[src/rtl/fetch_sequencer_if.sv]
// fetch_sequencer_if: bundles the core, loader, memory and delivery signals of the fetch sequencer
interface fetch_sequencer_if #(
    parameter int AW = 6,
    parameter int DW = 32
);
    logic          run;
    logic          stall;
    logic          jmp_valid;
    logic [AW-1:0] jmp_addr;
    logic          ld_req;
    logic [AW-1:0] ld_addr;
    logic [DW-1:0] ld_data;
    logic          ld_ack;
    logic [AW-1:0] mem_addr;
    logic          mem_we;
    logic [DW-1:0] mem_wdata;
    logic [DW-1:0] mem_rdata;
    logic [DW-1:0] instr;
    logic [AW-1:0] instr_pc;
    logic          instr_valid;
    logic          wrap;

    modport slave (
        input  run, stall, jmp_valid, jmp_addr, ld_req, ld_addr, ld_data, mem_rdata,
        output ld_ack, mem_addr, mem_we, mem_wdata, instr, instr_pc, instr_valid, wrap
    );

    modport master (
        output run, stall, jmp_valid, jmp_addr, ld_req, ld_addr, ld_data, mem_rdata,
        input  ld_ack, mem_addr, mem_we, mem_wdata, instr, instr_pc, instr_valid, wrap
    );
endinterface

[src/rtl/fetch_sequencer.sv]
// fetch_sequencer: owns the pc, issues instruction fetches and gives the loader priority on the memory port
module fetch_sequencer #(
    parameter int AW = 6,
    parameter int DW = 32
) (
    input logic             clk,
    input logic             rst,
    fetch_sequencer_if.slave bus
);
    typedef enum logic [1:0] {IDLE, FETCH, LOAD} state_t;

    state_t        r_state;
    state_t        w_next;
    logic [AW-1:0] r_pc;
    logic          r_inflight;
    logic [AW-1:0] r_inflight_pc;
    logic [DW-1:0] r_instr;
    logic [AW-1:0] r_instr_pc;
    logic          r_instr_valid;
    logic          r_wrap;
    logic          w_issue;
    logic          w_jump;
    logic          w_load_end;
    logic          w_capture;

    // state register
    always_ff @(posedge clk) begin
        r_state <= rst ? IDLE : w_next;
    end

    // loader always wins, otherwise run decides between fetching and idling
    always_comb begin
        w_next = bus.ld_req ? LOAD : (bus.run ? FETCH : IDLE);
    end

    // memory grant and per-cycle control decisions; a jump kills the read launched last cycle
    always_comb begin
        w_jump        = bus.jmp_valid & !bus.ld_req;
        w_issue       = !bus.ld_req & bus.run & !bus.stall & !bus.jmp_valid;
        w_load_end    = (r_state == LOAD) & !bus.ld_req;
        w_capture     = r_inflight & !w_jump;
        bus.ld_ack    = bus.ld_req & !rst;
        bus.mem_we    = bus.ld_req & !rst;
        bus.mem_addr  = bus.ld_req ? bus.ld_addr : r_pc;
        bus.mem_wdata = bus.ld_data;
    end

    // program counter: jump beats end-of-load rewind, which beats sequential advance
    always_ff @(posedge clk) begin
        if (rst)
            r_pc <= '0;
        else if (w_jump)
            r_pc <= bus.jmp_addr;
        else if (w_load_end)
            r_pc <= '0;
        else if (w_issue)
            r_pc <= r_pc + AW'(1);
    end

    // two-stage fetch pipeline: track the launched read, then capture its data and tag
    always_ff @(posedge clk) begin
        if (rst) begin
            r_inflight    <= 1'b0;
            r_inflight_pc <= '0;
            r_instr       <= '0;
            r_instr_pc    <= '0;
            r_instr_valid <= 1'b0;
            r_wrap        <= 1'b0;
        end else begin
            r_inflight    <= w_issue;
            r_inflight_pc <= r_pc;
            r_instr_valid <= w_capture;
            r_wrap        <= w_issue & (r_pc == '1);
            if (w_capture) begin
                r_instr    <= bus.mem_rdata;
                r_instr_pc <= r_inflight_pc;
            end
        end
    end

    assign bus.instr       = r_instr;
    assign bus.instr_pc    = r_instr_pc;
    assign bus.instr_valid = r_instr_valid;
    assign bus.wrap        = r_wrap;
endmodule
[src/flat_wrapper.sv]
// flat-port wrapper written by rule: the top's interface ports become plain ports
module fetch_sequencer_flat 
#(
    parameter int AW = 6,
    parameter int DW = 32
)
  (clk, rst, bus_run, bus_stall, bus_jmp_valid, bus_jmp_addr, bus_ld_req, bus_ld_addr, bus_ld_data, bus_mem_rdata, bus_ld_ack, bus_mem_addr, bus_mem_we, bus_mem_wdata, bus_instr, bus_instr_pc, bus_instr_valid, bus_wrap);
  fetch_sequencer_if #(.AW(AW), .DW(DW)) bus_i ();
  input logic clk;
  input logic rst;
  input wire logic [$bits(bus_i.run)-1:0] bus_run;
  input wire logic [$bits(bus_i.stall)-1:0] bus_stall;
  input wire logic [$bits(bus_i.jmp_valid)-1:0] bus_jmp_valid;
  input wire logic [$bits(bus_i.jmp_addr)-1:0] bus_jmp_addr;
  input wire logic [$bits(bus_i.ld_req)-1:0] bus_ld_req;
  input wire logic [$bits(bus_i.ld_addr)-1:0] bus_ld_addr;
  input wire logic [$bits(bus_i.ld_data)-1:0] bus_ld_data;
  input wire logic [$bits(bus_i.mem_rdata)-1:0] bus_mem_rdata;
  output wire logic [$bits(bus_i.ld_ack)-1:0] bus_ld_ack;
  output wire logic [$bits(bus_i.mem_addr)-1:0] bus_mem_addr;
  output wire logic [$bits(bus_i.mem_we)-1:0] bus_mem_we;
  output wire logic [$bits(bus_i.mem_wdata)-1:0] bus_mem_wdata;
  output wire logic [$bits(bus_i.instr)-1:0] bus_instr;
  output wire logic [$bits(bus_i.instr_pc)-1:0] bus_instr_pc;
  output wire logic [$bits(bus_i.instr_valid)-1:0] bus_instr_valid;
  output wire logic [$bits(bus_i.wrap)-1:0] bus_wrap;
  assign bus_i.run = bus_run;
  assign bus_i.stall = bus_stall;
  assign bus_i.jmp_valid = bus_jmp_valid;
  assign bus_i.jmp_addr = bus_jmp_addr;
  assign bus_i.ld_req = bus_ld_req;
  assign bus_i.ld_addr = bus_ld_addr;
  assign bus_i.ld_data = bus_ld_data;
  assign bus_i.mem_rdata = bus_mem_rdata;
  assign bus_ld_ack = bus_i.ld_ack;
  assign bus_mem_addr = bus_i.mem_addr;
  assign bus_mem_we = bus_i.mem_we;
  assign bus_mem_wdata = bus_i.mem_wdata;
  assign bus_instr = bus_i.instr;
  assign bus_instr_pc = bus_i.instr_pc;
  assign bus_instr_valid = bus_i.instr_valid;
  assign bus_wrap = bus_i.wrap;
  fetch_sequencer #(.AW(AW), .DW(DW)) u_core (.clk(clk), .rst(rst), .bus(bus_i));
endmodule
[config.mk]
export PLATFORM = sky130hd
export DESIGN_NAME = fetch_sequencer_flat
export DESIGN_NICKNAME = d
export VERILOG_FILES = /design/src/rtl/fetch_sequencer_if.sv /design/src/rtl/fetch_sequencer.sv /design/src/flat_wrapper.sv
export SDC_FILE = /design/constraint.sdc
export NUM_CORES = 1
export LEC_CHECK = 0
export CAP_MARGIN = 20
export CELL_PAD_IN_SITES_DETAIL_PLACEMENT = 1
export CELL_PAD_IN_SITES_GLOBAL_PLACEMENT = 1
export CORE_ASPECT_RATIO = 1.1
export CORE_UTILIZATION = 24
export DETAILED_ROUTE_END_ITERATION = 10
export PLACE_DENSITY_LB_ADDON = 0.05
export SLEW_MARGIN = 40
export SYNTH_ARGS = -nofsm -noshare
export SYNTH_HDL_FRONTEND = slang
export SYNTH_SLANG_ARGS = --single-unit
[constraint.sdc]
create_clock -name clk -period 1.35 [get_ports clk]
set_input_delay 0.135 -clock clk [delete_from_list [all_inputs] [get_ports clk]]
set_output_delay 0.135 -clock clk [all_outputs]
set_load 0.005 [all_outputs]
==> results.cfg <==
[routing]
antenna_left = 0
drtIter0Drc = 48
drc_errors = 0
num_vias = 2107
routed_wl_um = 6880
first_pass_iters = 4
avgRoutedWirePerCell_um = 14.4
viasPerCell = 4.41

[synth]
synthCells = 281
synth_fp_nets = 364
synth.most_common_cell = nand2_1
synth_edf_count = 0
ys.flop_type = dfxtp_1
synth.avg_cell_area_um2 = 8.31
synth.cell_area_um2 = 2330
post_synth_main_area_contributors = dfxtp_1, nand2_1, buf_4
async_reset_ff_share_pct = 0
yosys.area.top_type = dfxtp_1
ys_seq_area_share_pct = 47.2
yosys-top-cells-count = nand2_1, dfxtp_1, a21oi_1, buf_4, clkbuf_1
ys_ff_latch = 55
ys_warn_count = 0
synth_top_area_share_pct = 47.2
synth_cell_type_count = 33

[worst_setup_path]
crit_type = reg2out
end_kind = output port
critPathMaxFanout = 2
cp.required_ps = 1220
path_buf_inv = 1
critPathArrivalTime_ps = 1160
startpoint_type = register
cp_cell_sequence = clkdlybuf4s50_1
critPathMaxStageDelay_ps = 520
cp_top_family = buffers and inverters
slowest_stage = clkdlybuf4s50_1

[min_path]
hold_class = in2reg

[clocking]
clock_latency_ps = 300
cts_buffers = 5
cts_root_buffer = clkbuf_8
cts_tree = done
ctsHoldBuffers = 0
cts_max_level = 2
cts.clk_slew.worst_paths_ps = 100
cts_sinks = 55
clk_path_buf_depth = 2

[sta]
fin_crit_sh_pct = 96.3
worst_pin_slew_ps = 264
setup_tns_ps = 0
hold_viol = 0
fmax_mhz = 769
rsz0062_at_grt = true
skew_ps = 6.86
fin_crit_ps = 1300
setup_viol = 0
maxSlewHeadroom_pct = 82.3
slew_violations = 0
hold_slack_ps = 97.2

[global_routing]
grt-ovfl-total = 0
grt_max_degree = 54
grt_pass1_vias = 2099
grt_usage_pct = 12.8
antenna_found_initial = 0
grt_first_pass_wirelength_um = 10100

[layout]
diodes = 0
multi_input_area_um2 = 915
layout-drive-gt1-share_pct = 16.1
fillers = 1116
nNetsFinal = 444
areaGrowthSynthToFinish_pct = 52.7
regArea_um2 = 1110

[floorplanning]
fp-row-count = 37
boundaryPins = 162
dieArea_um2 = 10100
die_h_um = 105
initial_core_util_pct = 24.8
coreArea_um2 = 9400
die_w_um = 96.0

[pwr]
power_density_nw_per_um2 = 844
p_leak_nw = 1.35
max-vdd-ir-drop_mv = 0.415

[placement]
dpl.hpwl_um = 4360
gp_congestion = 0.716
port_buffers = 97

[status]
run_status = finished, final reports clean

[job]
maxCapViolations = 0
## through the flow
| stage | power, W | instances | area, um^2 | setup slack [ps] | utilization (%) |
|---|---|---|---|---|---|
| after floorplan | 0.00192 | 281 | 2330 | 97.1 | - |
| after global placement | 0.00211 | 461 | 3270 | -370 | 34.8 |
| after detailed placement | 0.00211 | 461 | 3270 | -379 | 34.8 |
| after CTS | 0.00305 | 472 | 3390 | 4.32 | 36.1 |
| after global routing | 0.00316 | 478 | 3560 | -7.61 | 37.9 |
| final | 0.00301 | 478 | 3560 | 50.3 | 37.9 |
## placed cells by master (no fill, tap or decap), types with 2 or more instances in the layout
master	n
a211oi_1	3
a21oi_1	40
a221oi_2	3
a22oi_1	2
buf_12	5
buf_2	2
buf_4	16
buf_6	2
clkbuf_16	3
clkbuf_8	6
clkdlybuf4s15_1	2
clkdlybuf4s50_1	84
dfxtp_1	48
dfxtp_2	5
dfxtp_4	2
dlygate4sd2_1	4
dlymetal6s2s_1	5
inv_1	4
mux2_2	4
nand2_1	80
nand2b_1	3
nand3_1	3
nor2_1	5
nor2b_1	4
nor2b_4	2
nor3_1	4
o21ai_0	2
## final timing paths
path                            slack [ps]  depth (start not counted)                endpoint                    start
worst max-delay path                    50                          1           bus_instr[24]     u_core.bus.instr[24]
worst min-delay path                   100                          2     u_core.bus.instr[8]                      rst
worst max register to register          80                          6          u_core.r_pc[4]           u_core.r_pc[0]
worst min register to register         430                          2  u_core.bus.instr_pc[1]  u_core.r_inflight_pc[1]
## metal layers
| layer | vias up | routed length (um) | GRT usage (%) |
|---|---|---|---|
| met5 | - | 0 | 0 |
| met4 | 0 | 80 | 4.37 |
| met3 | 8 | 422 | 3.39 |
| met2 | 69 | 3150 | 21.1 |
| met1 | 978 | 3220 | 15.8 |
| li1 | 1052 | - | - |
## state kept, by name (all words and copies together), names as in the netlist
signal,flops
u_core.bus.instr,32
u_core.bus.instr_pc,6
u_core.r_inflight_pc,6
u_core.r_pc,6
u_core.r_state,2
u_core.bus.instr_valid,1
u_core.bus.wrap,1
u_core.r_inflight,1
## cells by family after synthesis
logic type | after synthesis | share of synthesized area, %
XOR/XNOR | 1 | 0.375
buffers and inverters | 54 | 15.7
multiplexers | 4 | 1.93
AND/OR/NAND/NOR | 107 | 19.7
flip-flops | 55 | 47.2
AO/OA/AOI/OAI | 59 | 14.6
adder cells (fa/ha/maj) | 1 | 0.536
## what timing repair did
| item | 4_1_cts | 5_1_grt |
|---|---|---|
| resized for setup | 20 | 17 |
| setup endpoints to repair | 30 | 14 |
| pin swaps | 0 | 1 |
| cloned | 0 | 4 |
| hold endpoints to repair | 0 | 0 |
| setup buffers | 4 | 2 |
## final cells by class
type | instances | area share (%)
clock buffer | 6 | 2.32
clock inverter | 1 | 0.140
inverter | 4 | 0.421
multi-input combinational | 172 | 25.7
sequential | 55 | 31.3
tap | 117 | 4.11
timing repair buffer | 123 | 36.1
## report_power, final
| part | internal (W) | leakage [nW] | total (W) | switching [W] |
|---|---|---|---|---|
| combinational | 0.000266 | 0.852 | 0.000429 | 0.000163 |
| clock | 0.000404 | 0.0470 | 0.000914 | 0.000510 |
| sequential | 0.00165 | 0.449 | 0.00167 | 0.0000154 |
| total | 0.00232 | 1.35 | 0.00301 | 0.000688 |
No activity file was read; power rests on OpenSTA's default activity.
